[config.mk]
export PLATFORM = sky130hd
export DESIGN_NAME = jk_mod_counter
export DESIGN_NICKNAME = d
export VERILOG_FILES = /design/src/rtl/jk_mod_counter.sv
export SDC_FILE = /design/constraint.sdc
export NUM_CORES = 1
export LEC_CHECK = 0
export CELL_PAD_IN_SITES_DETAIL_PLACEMENT = 1
export CELL_PAD_IN_SITES_GLOBAL_PLACEMENT = 2
export CORE_MARGIN = 5
export CORE_UTILIZATION = 27
export CTS_BUF_LIST = sky130_fd_sc_hd__clkbuf_4
export DETAILED_ROUTE_END_ITERATION = 10
export PLACE_DENSITY_LB_ADDON = 0.1
export SKIP_CTS_REPAIR_TIMING = 1
export SYNTH_ARGS = -nofsm -noshare
export SYNTH_HDL_FRONTEND = slang
export SYNTH_SLANG_ARGS = --single-unit
[constraint.sdc]
create_clock -name clk -period 3.2 [get_ports clk]
set_clock_uncertainty 0.2 [all_clocks]
set_input_delay 0.96 -clock clk [delete_from_list [all_inputs] [get_ports clk]]
set_output_delay 0.96 -clock clk [all_outputs]
set_load 0.005 [all_outputs]
[src/rtl/jk_mod_counter.sv]
// Up/down modulo-MODULUS counter built on a bank of JK flip-flops.
// The target next state is turned into per-bit J/K excitation, and the flops
// apply standard JK semantics on the rising clock edge.
// Optional build macro: JK_SATURATE_EN (saturate at the range ends instead of wrapping).
module jk_mod_counter #(
    parameter int unsigned WIDTH   = 4,
    parameter int unsigned MODULUS = 10
) (
    input  logic             clk,
    input  logic             async_reset,
    input  logic             en,
    input  logic             up,
    input  logic             load,
    input  logic [WIDTH-1:0] load_val,
    output logic [WIDTH-1:0] Q,
    output logic [WIDTH-1:0] J_out,
    output logic [WIDTH-1:0] K_out,
    output logic             tc
);

    localparam logic [WIDTH-1:0] MaxVal = WIDTH'(MODULUS - 1);
    // One extra bit so MODULUS == 2**WIDTH is representable in the load range check.
    localparam logic [WIDTH:0]   ModExt = (WIDTH + 1)'(MODULUS);

    logic [WIDTH-1:0] q_q;
    logic [WIDTH-1:0] q_d;
    logic [WIDTH-1:0] target;
    logic             at_top;
    logic             at_bottom;

    assign at_top    = (q_q == MaxVal);
    assign at_bottom = (q_q == '0);

    // Target next state: load beats count enable, which beats hold.
    always_comb begin
        target = q_q;
        if (load) begin
            target = ({1'b0, load_val} < ModExt) ? load_val : '0;
        end else if (en) begin
            if (q_q > MaxVal) begin
                // Unreachable illegal state recovers to zero in either direction.
                target = '0;
            end else if (up) begin
`ifdef JK_SATURATE_EN
                target = at_top ? q_q : q_q + WIDTH'(1);
`else
                target = at_top ? '0 : q_q + WIDTH'(1);
`endif
            end else begin
`ifdef JK_SATURATE_EN
                target = at_bottom ? q_q : q_q - WIDTH'(1);
`else
                target = at_bottom ? MaxVal : q_q - WIDTH'(1);
`endif
            end
        end
    end

    // JK excitation with don't-cares resolved to 0, so J and K are never both set.
    always_comb begin
        J_out = ~q_q & target;
        K_out = q_q & ~target;
    end

    // Per-bit JK flop behaviour, including toggle for robustness.
    always_comb begin
        q_d = q_q;
        for (int i = 0; i < int'(WIDTH); i++) begin
            unique case ({J_out[i], K_out[i]})
                2'b10:   q_d[i] = 1'b1;
                2'b01:   q_d[i] = 1'b0;
                2'b11:   q_d[i] = ~q_q[i];
                default: q_d[i] = q_q[i];
            endcase
        end
    end

    // JK flop bank state register.
    always_ff @(posedge clk or posedge async_reset) begin
        if (async_reset) begin
            q_q <= '0;
        end else begin
            q_q <= q_d;
        end
    end

    // Terminal count flags the cycle whose edge wraps (or holds at a saturated end).
    always_comb begin
        tc = en & ~load & ((up & at_top) | (~up & at_bottom));
    end

    assign Q = q_q;

endmodule

==> impl_metrics.json <==
{
  "outcome": "finished with violations",
  "violations": "negative setup slack",
  "critical_path.endpoint_type": "primary output",
  "clock_tree.buffer_depth": 2,
  "drv.max_cap_violation_count": 0,
  "synth.ff_latch_count": 4,
  "total_met3_wirelength_after_detailed_routing_microns": 87,
  "leakagePower_nw": 0.659,
  "register_area_sq_um": 101,
  "largest_vdd_supply_drop_uv": 585,
  "grt_pass1_vias": 819,
  "critPathKind": "input pin to primary output",
  "synth.avg_cell_area_sq_um": 8.67,
  "globalRouteTotalUtil": 0.123,
  "chipHeight_microns": 61.3,
  "post_synth_main_area_contributors": "sky130_fd_sc_hd__ha_1 (25%), sky130_fd_sc_hd__dfrtp_1 (14%), sky130_fd_sc_hd__buf_6 (4.8%)",
  "achievable_clock_frequency_ghz": 0.301,
  "detail_route.iter0.violations": 12,
  "num_antenna_cells": 0,
  "synth-edff-count": 0,
  "report.power.total_mw": 1.07,
  "layout-drive-gt1-share": 0.627,
  "critical_path.startpoint_type": "input pin",
  "drt_wl_total_mm": 2.48,
  "syn_nets": 105,
  "largest_register_ffs": 4,
  "final.min_clock_period_ns": 3.32,
  "place.detailed.hpwl_mm": 1.77,
  "grt_start_max_net_pins": 10,
  "die-width_microns": 61.3,
  "critical-path-max-stage-delay_ns": 0.23,
  "setup_viol": 5,
  "holdWs_ns": 0.607,
  "highest-signal-layer": "met4",
  "yosys.area.top_type_share": 0.246,
  "dr.pass1.iters": 3,
  "timing_hold_violations_final": 0,
  "top_level_ports": 22,
  "final_design_area_no_fill_sq_um": 1370,
  "viasPerCell": 4.91,
  "tritoncts": "yes",
  "hold_class": "flop to flop",
  "timing.final.max_slew_violations": 0,
  "post_synth_num_cell_types": 35,
  "tritoncts_num_sinks": 4,
  "min_period_over_period": 1.04,
  "worst_slew_margin_rel": 0.719,
  "multi_input_comb_area_sq_um": 716,
  "num-nets-final": 159,
  "layout.cells.non_filler": 164,
  "placedInstanceArea_sq_um": 1100,
  "detail-route-antenna-nets": 0,
  "final.setup.tns_ns": -0.301,
  "worst_hold_startpoint": "Q[1]$_DFFE_PP0P_",
  "dp_slack_ns": -1.08,
  "fin_util": 0.549,
  "timing.final.ws_setup_ns": -0.122,
  "critPathArrivalTime_ns": 2.16,
  "floorplan.rows": 18,
  "h_tree_depth": 1,
  "portBuffers": 21,
  "timing.rr.start": "Q[0]$_DFFE_PP0P_",
  "worstPathRequired_ns": 2.04,
  "area_of_the_die_sq_um": 3760,
  "drt-wirelength-per-cell_microns": 15.1,
  "later_pin_clock_latency_in_the_skew_report_ns": 0.25,
  "critPathMaxFanout": 7,
  "synthFlopType": "sky130_fd_sc_hd__dfrtp_1",
  "grt_remaining_overflow": 0,
  "ys_async_sr_fraction": 1.00,
  "path_clk_slew_ns": 0.04,
  "initial_utilization": 0.284,
  "powerDensity_nw_per_um2": 783,
  "grt_first_pass_wirelength_mm": 3.38,
  "routedLengthMet1_mm": 1.05,
  "detailroute.via_count": 805,
  "flow.area_growth_from_synthesis_pct": 93.1,
  "globalplace.congestion": 0.766,
  "critPathSlowestCell": "sky130_fd_sc_hd__nor3b_4",
  "place.detailed.instances": 153,
  "antenna_found_initial": 0,
  "timing.critical_path.cells": "buf_12 -> clkinv_8 -> nor2_4 -> a211oi_2 -> buf_4 -> nor3b_4 -> o21ba_4 -> ha_4 -> buf_6",
  "core_area_sq_um": 2500,
  "post-synth-top-area-cell": "sky130_fd_sc_hd__ha_1",
  "clockRootBuffer": "sky130_fd_sc_hd__clkbuf_4",
  "detailroute.wirelength.met2_mm": 1.32,
  "fillers": 299,
  "synth.cells.most_frequent": "sky130_fd_sc_hd__ha_1 (14), sky130_fd_sc_hd__inv_1 (8), sky130_fd_sc_hd__o21ai_0 (6)",
  "synth_sequential_area_ratio": 0.141,
  "rsz_0062_raised_after_global_routing": "true",
  "most_used_standard_cell_by_instance_count_after_synthesis": "sky130_fd_sc_hd__ha_1",
  "ys_warn_count": 0,
  "netlist_area_sq_um": 711,
  "postSynthCellCount": 82,
  "clock_buffer_count_from_cts": 3,
  "tightest_slew_ns": 0.422,
  "drt_drc_violations_left": 0,
  "start_point_of_the_critical_path": "up"
}
==> worst paths after layout <==
kind	cells past startpoint	to	slack [ns]
max	9	J_out[3]	-0.12
max in group asynchronous	2	Q[0]$_DFFE_PP0P_	1.93
min reg2reg	3	Q[1]$_DFFE_PP0P_	0.61
min	3	Q[1]$_DFFE_PP0P_	0.61
max reg2reg	10	Q[3]$_DFFE_PP0P_	0.41
min in group asynchronous	2	Q[1]$_DFFE_PP0P_	0.70
==> metal layers <==
metal,GRT usage,vias to the layer above
met5,0,-
met4,0.0279,0
met3,0.0419,2
met2,0.236,14
met1,0.128,387
li1,-,402
==> cells by family (layout without fill, tap and decap cells) <==
family | after synthesis | after routing | share of synthesized area
flops | 4 | 4 | 0.141
compound gates | 28 | 28 | 0.294
mux | 3 | 3 | 0.0423
xor+xnor | 1 | 1 | 0.0123
fa+ha+maj | 14 | 14 | 0.246
simple gates | 19 | 19 | 0.157
buf+inv | 13 | 65 | 0.107
==> cells in the final DEF, fill, tap and decap left out, drive strengths merged, types with 3 or more instances in the layout <==
cell type      count
a21oi              5
buf               36
clkbuf             9
clkdlybuf4s50      6
dfrtp              4
dlymetal6s2s       5
ha                14
inv                7
mux2i              3
nand2              5
nand3              4
o21ai              7
==> where the power goes <==
part | switching, mW | internal, mW
clock network | 0.0251 | 0.0422
logic | 0.394 | 0.481
registers | 0.0545 | 0.0780
==> layout make-up <==
cell class / count / share of cell area
Multi-Input combinational cell: 65 / 0.521
Timing Repair Buffer: 53 / 0.324
Sequential cell: 4 / 0.0738
Inverter: 9 / 0.0374
Tap cell: 30 / 0.0273
Clock buffer: 3 / 0.0164
==> critical path: cells and delay by family <==
family	cells	cell delay, ns
buffers and inverters	4	0.41
adders and majority gates	1	0.13
and+or+nand+nor	2	0.26
AOI/OAI and AO/OA	2	0.39
Power figures use the tool's default switching activity.
